==> src/rtl/mul_pkg.sv <==
// Shared definitions for the sequential multiplier.
//   OP_*      : 2-bit operation encodings on the op port
//   state_t   : FSM state encoding (IDLE, CALC, FIX, DONE)
//   operand_signed() : which operands are read as two's complement for an op
package mul_pkg;

    localparam logic [1:0] OP_MUL    = 2'b00;
    localparam logic [1:0] OP_MULH   = 2'b01;
    localparam logic [1:0] OP_MULHSU = 2'b10;
    localparam logic [1:0] OP_MULHU  = 2'b11;

    typedef enum logic [1:0] {
        IDLE = 2'b00,
        CALC = 2'b01,
        FIX  = 2'b10,
        DONE = 2'b11
    } state_t;

    // Returns {rs1_signed, rs2_signed}. MUL only delivers the low word,
    // which is the same for signed and unsigned operands, so it is unsigned.
    function automatic logic [1:0] operand_signed(input logic [1:0] op);
        logic [1:0] s;
        case (op)
            OP_MULH:   s = 2'b11;
            OP_MULHSU: s = 2'b10;
            default:   s = 2'b00;
        endcase
        return s;
    endfunction

endpackage

==> src/rtl/ripple_carry_adder.sv <==
// N-bit ripple-carry adder used by the multiplier accumulate step.
//   a, b : N-bit addends
//   cin  : carry in
//   sum  : N-bit sum
//   cout : carry out of the top bit
module RippleCarryAdder #(
    parameter int N = 32
) (
    input  logic [N-1:0] a,
    input  logic [N-1:0] b,
    input  logic         cin,
    output logic [N-1:0] sum,
    output logic         cout
);

    // The carry is walked through a loop variable so the chain is a single
    // combinational pass rather than a self-referencing vector.
    always_comb begin
        logic c;
        c = cin;
        for (int i = 0; i < N; i++) begin
            sum[i] = a[i] ^ b[i] ^ c;
            c      = (a[i] & b[i]) | (c & (a[i] ^ b[i]));
        end
        cout = c;
    end

endmodule

==> src/rtl/seq_multiplier.sv <==
// Sequential shift-and-add multiplier (RISC-V MUL/MULH/MULHSU/MULHU).
//   clk    : clock, all state changes on its rising edge
//   rst_n  : asynchronous active-low reset
//   start  : request a multiply (sampled in IDLE or DONE only)
//   op     : 00 MUL, 01 MULH, 10 MULHSU, 11 MULHU
//   rs1    : multiplicand
//   rs2    : multiplier
//   busy   : high in CALC and FIX
//   done   : one-cycle pulse, result valid
//   result : low word (MUL) or high word (others) of the 2*XLEN-bit product
//
// Handshake: start is taken on a rising edge while busy is low and the FSM is
// in IDLE or DONE; operands need only be valid on that edge. done rises exactly
// 33 edges later for one cycle, and result then holds until the next FIX.
// start while busy is ignored.
module seq_multiplier
    import mul_pkg::*;
#(
    parameter int XLEN = 32
) (
    input  logic            clk,
    input  logic            rst_n,
    input  logic            start,
    input  logic [1:0]      op,
    input  logic [XLEN-1:0] rs1,
    input  logic [XLEN-1:0] rs2,
    output logic            busy,
    output logic            done,
    output logic [XLEN-1:0] result
);

    localparam int CW = $clog2(XLEN);

    state_t state, next_state;
    logic   accept;

    logic [1:0]      op_q;
    logic            sign_q;
    logic [XLEN-1:0] mag1_q;
    logic [XLEN-1:0] hi, lo;
    logic [CW-1:0]   count;

    // Operand magnitudes; -2^(XLEN-1) maps onto itself as an unsigned value.
    logic [1:0]      sgn;
    logic            neg1, neg2;
    logic [XLEN-1:0] mag1, mag2;

    assign sgn  = operand_signed(op);
    assign neg1 = sgn[1] & rs1[XLEN-1];
    assign neg2 = sgn[0] & rs2[XLEN-1];
    assign mag1 = neg1 ? (~rs1 + XLEN'(1)) : rs1;
    assign mag2 = neg2 ? (~rs2 + XLEN'(1)) : rs2;

    // Accumulate step: add the multiplicand when the current multiplier bit
    // (lo[0]) is set; the carry becomes the top bit of the shifted hi word.
    logic [XLEN-1:0] add_sum;
    logic            add_cout;
    logic [XLEN-1:0] step_s;
    logic            step_c;

    RippleCarryAdder #(.N(XLEN)) u_adder (
        .a    (hi),
        .b    (mag1_q),
        .cin  (1'b0),
        .sum  (add_sum),
        .cout (add_cout)
    );

    assign step_c = lo[0] ? add_cout : 1'b0;
    assign step_s = lo[0] ? add_sum  : hi;

    // Sign fix-up of the full product before word selection.
    logic [2*XLEN-1:0] prod, prod_fixed;
    assign prod       = {hi, lo};
    assign prod_fixed = sign_q ? (~prod + (2*XLEN)'(1)) : prod;

    always_ff @(posedge clk or negedge rst_n) begin
        if (!rst_n) state <= IDLE;
        else        state <= next_state;
    end

    always_comb begin
        next_state = state;
        accept     = 1'b0;
        case (state)
            IDLE: begin
                if (start) begin
                    accept     = 1'b1;
                    next_state = CALC;
                end
            end
            CALC: begin
                if (count == CW'(XLEN - 1)) next_state = FIX;
            end
            FIX: begin
                next_state = DONE;
            end
            DONE: begin
                if (start) begin
                    accept     = 1'b1;
                    next_state = CALC;
                end else begin
                    next_state = IDLE;
                end
            end
            default: next_state = IDLE;
        endcase
    end

    assign busy = (state == CALC) || (state == FIX);
    assign done = (state == DONE);

    always_ff @(posedge clk or negedge rst_n) begin
        if (!rst_n) begin
            op_q   <= OP_MUL;
            sign_q <= 1'b0;
            mag1_q <= '0;
            hi     <= '0;
            lo     <= '0;
            count  <= '0;
            result <= '0;
        end else if (accept) begin
            op_q   <= op;
            sign_q <= neg1 ^ neg2;
            mag1_q <= mag1;
            hi     <= '0;
            lo     <= mag2;
            count  <= '0;
        end else if (state == CALC) begin
            hi    <= {step_c, step_s[XLEN-1:1]};
            lo    <= {step_s[0], lo[XLEN-1:1]};
            count <= count + CW'(1);   // wraps to 0 on the last iteration
        end else if (state == FIX) begin
            result <= (op_q == OP_MUL) ? prod_fixed[XLEN-1:0]
                                       : prod_fixed[2*XLEN-1:XLEN];
        end
    end

endmodule

==> config.mk <==
export PLATFORM = sky130hd
export DESIGN_NAME = seq_multiplier
export DESIGN_NICKNAME = d
export VERILOG_FILES = /design/src/rtl/mul_pkg.sv /design/src/rtl/ripple_carry_adder.sv /design/src/rtl/seq_multiplier.sv
export SDC_FILE = /design/constraint.sdc
export NUM_CORES = 1
export LEC_CHECK = 0
export BUFFER_PORTS_ARGS = -buffer_cell sky130_fd_sc_hd__buf_2
export CORE_ASPECT_RATIO = 1.4
export CORE_MARGIN = 3
export CORE_UTILIZATION = 55
export DETAILED_ROUTE_END_ITERATION = 10
export PLACE_DENSITY = 0.78
export SETUP_SLACK_MARGIN = 0.4
export SYNTH_ARGS = -nofsm -noshare
export SYNTH_HDL_FRONTEND = slang
export SYNTH_SLANG_ARGS = --single-unit
export TNS_END_PERCENT = 1
==> constraint.sdc <==
create_clock -name clk -period 11.3 [get_ports clk]
set_input_delay 2.26 -clock clk [delete_from_list [all_inputs] [get_ports clk]]
set_output_delay 2.26 -clock clk [all_outputs]
set_load 0.02 [all_outputs]
==> flow_summary.yaml, run 1 <==
outcome:
  status: "finished, violations left"
  violations: "setup timing"
place:
  place_hpwl_mm: 20.5
  gp_congestion: 0.949
  io_buffers: 102
  placed_cells: 1463
sta:
  finalHoldViolCount: 0
  finalCritPeriodShare_pct: 105
  finalMaxSlewViolations: 0
  max_freq_mhz: 84.2
  finalSetupViolations: 3
  fin_setup_tns_ns: -1.22
  fin_crit_ns: 11.87
  worst_slack_ns: -0.571
  rsz0062_at_grt: "yes"
  slew_headroom_pct: 33.0
  skew_ns: 0.00977
  worstMarginPinSlew_ns: 1.01
logic_synthesis:
  yosys-mux-area-fraction_pct: 6.07
  synthesis.area_sq_um: 10100
  synth_compound_area_share_pct: 17.7
  synth_top_area_share_pct: 34.1
  synth_adder_area_share_pct: 7.61
  yosys-top-cells-area: "dfrtp_1 34%, fa_1 6.1%, xnor2_1 5.4%"
  syn_area_per_cell_sq_um: 8.54
  postSynthCellCount: 1187
  syn_nets: 1299
  synth_xor_area_share_pct: 8.82
  synth-simple-area-share_pct: 19.8
  yosys_most_used_dff: "dfrtp_1"
  synth_top_area_cell: "dfrtp_1"
  postSynth.asyncResetShare_pct: 100
  ys_seq_area_share_pct: 34.1
  ys_ff_latch: 138
  synth.distinct_cells: 63
  ys.warnings.count: 0
  synth-edff-count: 0
  synth_top_family_by_area: "simple AND/OR/NAND/NOR gates"
global_routing:
  overflow: 0
  grt_first_pass_wirelength_mm: 45.9
  grt_pass1_vias: 8951
  grt_util_all_layers_pct: 28.4
  antenna_found_initial: 0
  grt_max_degree: 102
clock_network:
  postCtsSetupRepairBufs: 0
  path_clk_slew_ns: 0.06
  cts-htree-levels: 4
  insertion_delay_ns: 0.43
  cts_buffer_depth: 2
  cts_buffers: 17
  cts_tree: "built"
  cts_sinks: 138
  clock-root-buffer: "clkbuf_16"
  cts-hold-fix-buffers: 0
route:
  vias_per_cell: 6.12
  wire_per_inst_um: 18.8
  vias: 9142
  drt-pass1-iter-count: 6
  drt-total-wl_mm: 28.1
  ant_nets: 0
  drt-initial-drc-count: 916
  drc: 0
cells_and_area:
  final_common_cell: "dfrtp_1"
  diodes: 0
  layout_common_cells: "137 x dfrtp_1, 120 x nor2_1, 101 x nand2_1, 101 x buf_2, 85 x o21ai_0"
  nNetsFinal: 1354
  nFillCells: 1599
  areaGrowthSynthToFinish_pct: 12.9
  drive_above_1_share_pct: 16.9
  final_cells: 1494
floorplanning:
  die_h_um: 167
  core-area_sq_um: 18000
  placementRows: 58
  io-pin-count: 103
  initial_core_util_pct: 56.3
  die_w_um: 121
  dieArea_sq_um: 20100
critical_path:
  cp.arrival_ns: 12.20
  cp_slowest_cell: "fa_1"
  critPathMaxStageDelay_ns: 0.42
  crit_path_start_kind: "register"
  crit_path_end_kind: "register"
  path_common_cell: "fa_2"
  path_class: "register to register"
  crit_required_ns: 11.63
  cp_max_fo: 2
pwr:
  ir_worst_vdd_uv: 135
  p_leak_nw: 4.70
  powerDensity_nw_per_um2: 297
min_path:
  hold_class: "register to register"
run:
  cap_violations: 0
## final timing paths
path                       slack (ns)      start  cells past startpoint         end
min                              0.48  result[9]                      2   result[9]
max                             -0.57  mag1_q[0]                     37      hi[30]
min in group asynchronous        1.87      rst_n                      1  mag1_q[24]
max in group asynchronous        8.25      rst_n                      2       hi[1]
max reg2reg                     -0.57  mag1_q[0]                     37      hi[30]
min reg2reg                      0.48  result[9]                      2   result[9]
## stage by stage
step | setup WS, ns | hold WS [ns] | area, sq um | util (%) | total power [mW]
global placement | -0.408 | 0.456 | 10800 | 60.2 | 2.74
finish | -0.571 | 0.477 | 11400 | 63.5 | 3.39
global route | -0.830 | 0.500 | 11400 | 63.5 | 3.66
floorplan | -0.127 | 0.450 | 10200 | - | 2.28
detailed placement | -0.565 | 0.470 | 10800 | 60.2 | 2.81
CTS | -0.601 | 0.483 | 11400 | 63.5 | 3.38
## per-layer routing
metal	global-route usage (%)	wire length [um]
met1	37.3	11400
met2	47.0	13800
met3	4.38	1800
met4	11.4	1020
met5	0	0
## flip-flops by register name (all words and copies together), names as in the netlist
| signal | count |
|---|---|
| state | 2 |
| mag1_q | 32 |
| op_q | 2 |
| hi | 32 |
| lo | 32 |
| result | 32 |
| sign_q | 1 |
| count | 5 |
## cell families after synthesis
logic type,Yosys count
buffers and inverters,161
xor gates and xnor gates,102
DFF,138
adders and majority gates,43
and+or+nand+nor,396
muxes,60
AOI/OAI and AO/OA,287
## synth_stat cells, drive strengths merged, types with 6 or more instances
library cell	n
o31ai	15
xor2	39
a21oi	79
buf	11
or3	10
or4	19
o221ai	6
clkbuf	69
fa	31
dfrtp	138
inv	81
nand4	14
or2	6
xnor2	63
and4	8
nand3	23
ha	12
a31oi	11
nor3	39
mux2i	48
a211oi	30
o21ai	87
nand2	101
o22ai	10
nor2	120
nor4	20
o41ai	12
nor2b	15
mux2	12
## worst max-delay path: cells and delay by family, from the launching register on
kind / cells / cell delay [ns]
adder cells (fa/ha/maj): 32 / 10.76
AO/OA/AOI/OAI: 1 / 0.21
flip-flops: 1 / 0.35
buffers and inverters: 3 / 0.16
multiplexers: 1 / 0.28
## power by group
group | total, mW | internal [mW] | switching [mW]
sequential | 0.998 | 0.730 | 0.268
clock | 0.550 | 0.335 | 0.214
combinational | 1.85 | 0.712 | 1.13
total | 3.39 | 1.78 | 1.62
## timing repair
item | 4_1_cts | 5_1_grt
pin swaps | 0 | 1
setup endpoints to repair | 5 | 5
resized for setup | 1 | 4
## area by class of cell
cell class	instances	area [sq um]	area share [%]
repair buffers	116	622	5.44
flip-flops and latches	138	3450	30.2
well taps	240	300	2.63
clock inverters	10	120	1.05
multi-input cells	888	6180	54.0
inverters	81	304	2.66
clock buffers	21	460	4.03
No activity file was read; power rests on OpenSTA's default activity.
==> run 2: changes to the inputs <==
Settings changed: CORE_UTILIZATION 55 to 30, PLACE_DENSITY 0.78 to not set.
==> run 2 against run 1 <==
  * The flow still finishes with violations (setup timing)
  * Clock-buffer cell count grew 2
  * Clock power rose by 5.1%
  * Register-to-register slack lost 0.04 ns
  * Final area increased by 2.4%
  * Fmax down 0.38%
  * Combinational power about the same
  * Sequential power barely moved
  * Die area up 79%
  * Final cell count up 14%
  * Via count down 2.0%
  * Clock skew hardly changed
  * Largest power group unchanged
==> flow_summary.yaml, run 2 (same netlist as run 1, synthesis figures left out) <==
outcome:
  status: "finished, violations left"
  violations: "setup timing"
clock_network:
  clock-root-buffer: "clkbuf_16"
  postCtsSetupRepairBufs: 0
  insertion_delay_ns: 0.43
  cts_tree: "built"
  cts_buffer_depth: 2
  cts-hold-fix-buffers: 0
  cts-htree-levels: 4
  cts_buffers: 17
  path_clk_slew_ns: 0.06
  cts_sinks: 138
pwr:
  power.switching_mw: 1.64
  p_leak_nw: 4.72
  pwr-share-seq_pct: 29.3
  power_frac_comb_pct: 53.9
  ir_worst_vdd_uv: 104
  powerDensity_nw_per_um2: 293
  clockPowerShare_pct: 16.8
  p_int_mw: 1.79
  p_sw_share_pct: 47.7
critical_path:
  critPathMaxStageDelay_ns: 0.43
  path_class: "register to register"
  crit_required_ns: 11.63
  cp.arrival_ns: 12.25
  crit_path_start_kind: "register"
  cp_max_fo: 2
  crit_path_end_kind: "register"
  ff2ff_path_depth: 37
  cp_slowest_cell: "fa_1"
  r2r-start: "mag1_q[0]"
  path_common_cell: "fa_2"
  r2r_end: "hi[30]"
  reg2reg_slack_ns: -0.62
route:
  dr_wl_met3_mm: 1.51
  drt-total-wl_mm: 31.4
  vias: 8963
  drt-pass1-iter-count: 5
  wire_per_inst_um: 18.5
  wl_met1_mm: 12.8
  drc: 0
  drt-initial-drc-count: 647
  ant_nets: 0
  met2_length_mm: 15.7
  vias_per_cell: 5.27
  top_layer: "met4"
global_routing:
  grt_first_pass_wirelength_mm: 49.2
  grt_pass1_vias: 8732
  grt_max_degree: 102
  grt_util_all_layers_pct: 17.3
  antenna_found_initial: 0
  overflow: 0
floorplanning:
  die_h_um: 223
  dieArea_sq_um: 36100
  die_w_um: 161
  placementRows: 79
  core-area_sq_um: 33300
  io-pin-count: 103
  initial_core_util_pct: 30.4
sta:
  fin_crit_ns: 11.92
  rsz0062_at_grt: "yes"
  finalMaxSlewViolations: 0
  finalSetupViolations: 3
  finalCritPeriodShare_pct: 105
  worstMarginPinSlew_ns: 1.05
  fin_setup_tns_ns: -1.29
  worst_slack_ns: -0.616
  finalHoldViolCount: 0
  max_freq_mhz: 83.9
  skew_ns: 0.00973
  slew_headroom_pct: 30.0
run:
  cap_violations: 0
min_path:
  whs_path_depth: 2
  hold_class: "register to register"
  hp-start: "result[19]"
  min_to: "result[19]"
place:
  io_buffers: 102
  dpl_worst_slack_ns: -0.616
  place_hpwl_mm: 23.6
  gp_congestion: 0.925
cells_and_area:
  final_core_util_pct: 35.2
  nNetsFinal: 1354
  diodes: 0
  areaGrowthSynthToFinish_pct: 15.6
  final_common_cell: "dfrtp_1"
  nFillCells: 3422
  layout_common_cells: "137 x dfrtp_1, 120 x nor2_1, 101 x nand2_1, 101 x buf_2, 85 x o21ai_0"
  drive_above_1_share_pct: 16.9
-- run 2: area by class of cell --
cell class,instances,area [sq um],share of cell area (%)
flip-flops and latches,138,3450,29.5
multi-input cells,888,6170,52.7
repair buffers,116,622,5.31
clock inverters,9,111,0.950
inverters,81,304,2.60
well taps,445,557,4.75
clock buffers,23,498,4.25
-- run 2: worst max-delay path: cells and delay by family, from the launching register on --
kind            cells  cell delay [ns]
fa+ha+maj          32            10.80
buf+inv             3             0.17
mux                 1             0.28
compound gates      1             0.20
flops               1             0.35
-- run 2: layer usage --
layer | track usage [%] | up-vias
met3 | 3.01 | 63
li1 | - | 4285
met5 | 0 | -
met4 | 8.55 | 0
met1 | 21.3 | 4342
met2 | 29.2 | 273
-- run 2: power by group through the flow --
stage,clock [mW],combinational (mW),sequential [mW]
6_report,0.578,1.85,1.00
5_1_grt,0.608,2.07,1.04
4_1_cts,0.590,1.85,1.00
3_5_place_dp,0,1.84,1.01
3_3_place_gp,0,1.81,1.00
2_1_floorplan,0,1.32,0.960
-- run 2: worst max path at each step --
stage               slack, ns      start     end  cells past startpoint
floorplan               -0.13  mag1_q[0]  hi[30]                     37
global placement        -0.48  mag1_q[0]  hi[30]                     37
detailed placement      -0.62  mag1_q[0]  hi[30]                     37
CTS                     -0.65  mag1_q[0]  hi[30]                     37
global route            -0.89  mag1_q[0]  hi[30]                     37
finish                  -0.62  mag1_q[0]  hi[30]                     37
-- run 2: stage by stage --
step	hold slack (ns)	power, mW	cells	cell area (sq um)
after CTS	0.483	3.44	1700	11700
after global routing	0.496	3.71	1700	11700
after detailed placement	0.469	2.85	1668	11100
after floorplan	0.450	2.28	1187	10200
final	0.476	3.43	1700	11700
after global placement	0.461	2.81	1668	11100
-- run 2: timing repair --
action                                  4_1_cts  5_1_grt
endpoints found under the setup margin        5        5
pin swaps                                     0        1
gates resized for setup                       0        2
endpoints found under the hold margin         0        0
==> run 3: changes to the inputs <==
Settings changed: CORE_UTILIZATION 30 to 45, PLACE_DENSITY set to 0.66, SLEW_MARGIN set to 40.
==> run 3 against run 2 <==
  * The run still ends with setup timing left
  * First-iteration DRC count decreased by 6.5%
  * Sequential cell count unchanged
  * Total power decreased by 1.6%
  * Core utilization increased by 17 points
  * Worst hold slack got worse by 0.00078 ns
  * Clock-buffer cell count decreased by 5
  * Die area decreased by 32%
  * Fmax increased by 0.21%
  * Wire length decreased by 8.2%
  * Worst setup slack improved by 0.025 ns
  * Combinational power about the same
  * Non-clock buffer count unchanged
  * Largest power group unchanged
==> flow_summary.yaml, run 3 (same netlist as run 1, synthesis figures left out) <==
route:
  ant_nets: 0
  met2_length_mm: 14.1
  top_layer: "met4"
  drt-pass1-iter-count: 5
  wire_per_inst_um: 18.6
  vias: 8927
  drt-initial-drc-count: 605
  drt-total-wl_mm: 28.8
  dr_wl_met3_mm: 1.61
  vias_per_cell: 5.76
  drc: 0
  wl_met1_mm: 12.3
sta:
  finalCritPeriodShare_pct: 105
  rsz0062_at_grt: "yes"
  fin_crit_ns: 11.89
  worst_slack_ns: -0.591
  finalSetupViolations: 3
  worstMarginPinSlew_ns: 0.802
  slew_headroom_pct: 46.2
  max_freq_mhz: 84.1
  finalHoldViolCount: 0
  skew_ns: 0.0105
  finalMaxSlewViolations: 0
critical_path:
  r2r-start: "mag1_q[0]"
  cp-endpoint: "hi[30]"
  r2r_end: "hi[30]"
  crit_path_start_kind: "register"
  ff2ff_path_depth: 37
  worst-path-buf-inv: 3
  crit_required_ns: 11.63
  crit_path_end_kind: "register"
  crit_start: "mag1_q[0]"
  cp_max_fo: 2
  critPathMaxStageDelay_ns: 0.42
  cp.arrival_ns: 12.22
  path_class: "register to register"
  reg2reg_slack_ns: -0.59
  cp_top_family: "adder cells"
  path_common_cell: "fa_2"
  cp_slowest_cell: "fa_1"
  path_depth: 37
floorplanning:
  die_h_um: 184
  placementRows: 64
  initial_core_util_pct: 46.0
  dieArea_sq_um: 24400
  core-area_sq_um: 22000
  die_w_um: 133
  io-pin-count: 103
global_routing:
  overflow: 0
  antenna_found_initial: 0
  grt_first_pass_wirelength_mm: 46.9
  grt_pass1_vias: 8670
  grt_max_degree: 102
  grt_util_all_layers_pct: 24.1
clock_network:
  insertion_delay_ns: 0.42
  cts_sinks: 138
  cts-htree-levels: 4
  cts-hold-fix-buffers: 0
  path_clk_slew_ns: 0.06
  cts_buffers: 17
  clock-root-buffer: "clkbuf_16"
  cts_tree: "built"
  cts_buffer_depth: 2
cells_and_area:
  seq_area_sq_um: 3450
  diodes: 0
  nFillCells: 2077
  nNetsFinal: 1354
  areaGrowthSynthToFinish_pct: 13.7
  final_common_cell: "dfrtp_1"
  drive_above_1_share_pct: 17.1
  final_cells: 1551
  multiInputGateArea_sq_um: 6180
  final_core_util_pct: 52.3
  layout_common_cells: "137 x dfrtp_1, 119 x nor2_1, 101 x nand2_1, 101 x buf_2, 85 x o21ai_0"
outcome:
  violations: "setup timing"
  status: "finished, violations left"
pwr:
  ir_worst_vdd_uv: 126
  powerDensity_nw_per_um2: 293
  p_leak_nw: 4.71
min_path:
  hold_class: "register to register"
place:
  place_hpwl_mm: 21.2
  dpl_worst_slack_ns: -0.528
  gp_congestion: 0.919
  io_buffers: 102
  placed_cells: 1519
run:
  cap_violations: 0
-- run 3: worst min-delay path by stage --
stage | slack, ns | endpoint | from | cells after the start
after global placement | 0.46 | result[5] | result[5] | 1
after global routing | 0.51 | mag1_q[7] | mag1_q[7] | 2
after floorplan | 0.45 | mag1_q[10] | mag1_q[10] | 2
final | 0.48 | result[5] | result[5] | 1
after CTS | 0.48 | result[5] | result[5] | 1
after detailed placement | 0.46 | result[5] | result[5] | 1
-- run 3: through the flow --
| stage | hold WS (ns) | cell area [sq um] | setup TNS (ns) | total power [mW] |
|---|---|---|---|---|
| finish | 0.475 | 11500 | -1.20 | 3.37 |
| floorplan | 0.450 | 10200 | -0.127 | 2.28 |
| CTS | 0.478 | 11500 | -1.14 | 3.38 |
| global route | 0.505 | 11500 | -2.49 | 3.67 |
| detailed placement | 0.465 | 10900 | -1.04 | 2.81 |
| global placement | 0.458 | 10900 | -0.725 | 2.76 |
-- run 3: worst register-to-register path, delay by kind of cell, from the launching register on --
kind | cells | cell delay [ns]
fa+ha+maj | 32 | 10.77
flops | 1 | 0.35
buf+inv | 3 | 0.17
mux | 1 | 0.28
compound gates | 1 | 0.22
-- run 3: what timing repair did --
action / CTS / global route
resized for setup: 1 / 1
setup buffers: 0 / 1
endpoints found under the setup margin: 4 / 5
-- run 3: metal layers --
layer / track usage [%] / vias up
met5: 0 / -
met4: 8.65 / 0
met3: 3.64 / 47
met2: 39.4 / 289
met1: 32.7 / 4305
li1: - / 4286
-- run 3: where the power goes --
group	switching, mW	leakage [nW]	internal, mW	total (mW)
Clock	0.225	0.277	0.326	0.551
Combinational	1.12	2.72	0.707	1.82
Sequential	0.270	1.71	0.730	0.999
-- run 3: area by class of cell --
cell class | count | area share, %
Tap cell | 297 | 3.23
Sequential cell | 138 | 30.0
Timing Repair Buffer | 116 | 5.50
Clock inverter | 13 | 1.27
Inverter | 81 | 2.64
Clock buffer | 18 | 3.73
Multi-Input combinational cell | 888 | 53.7
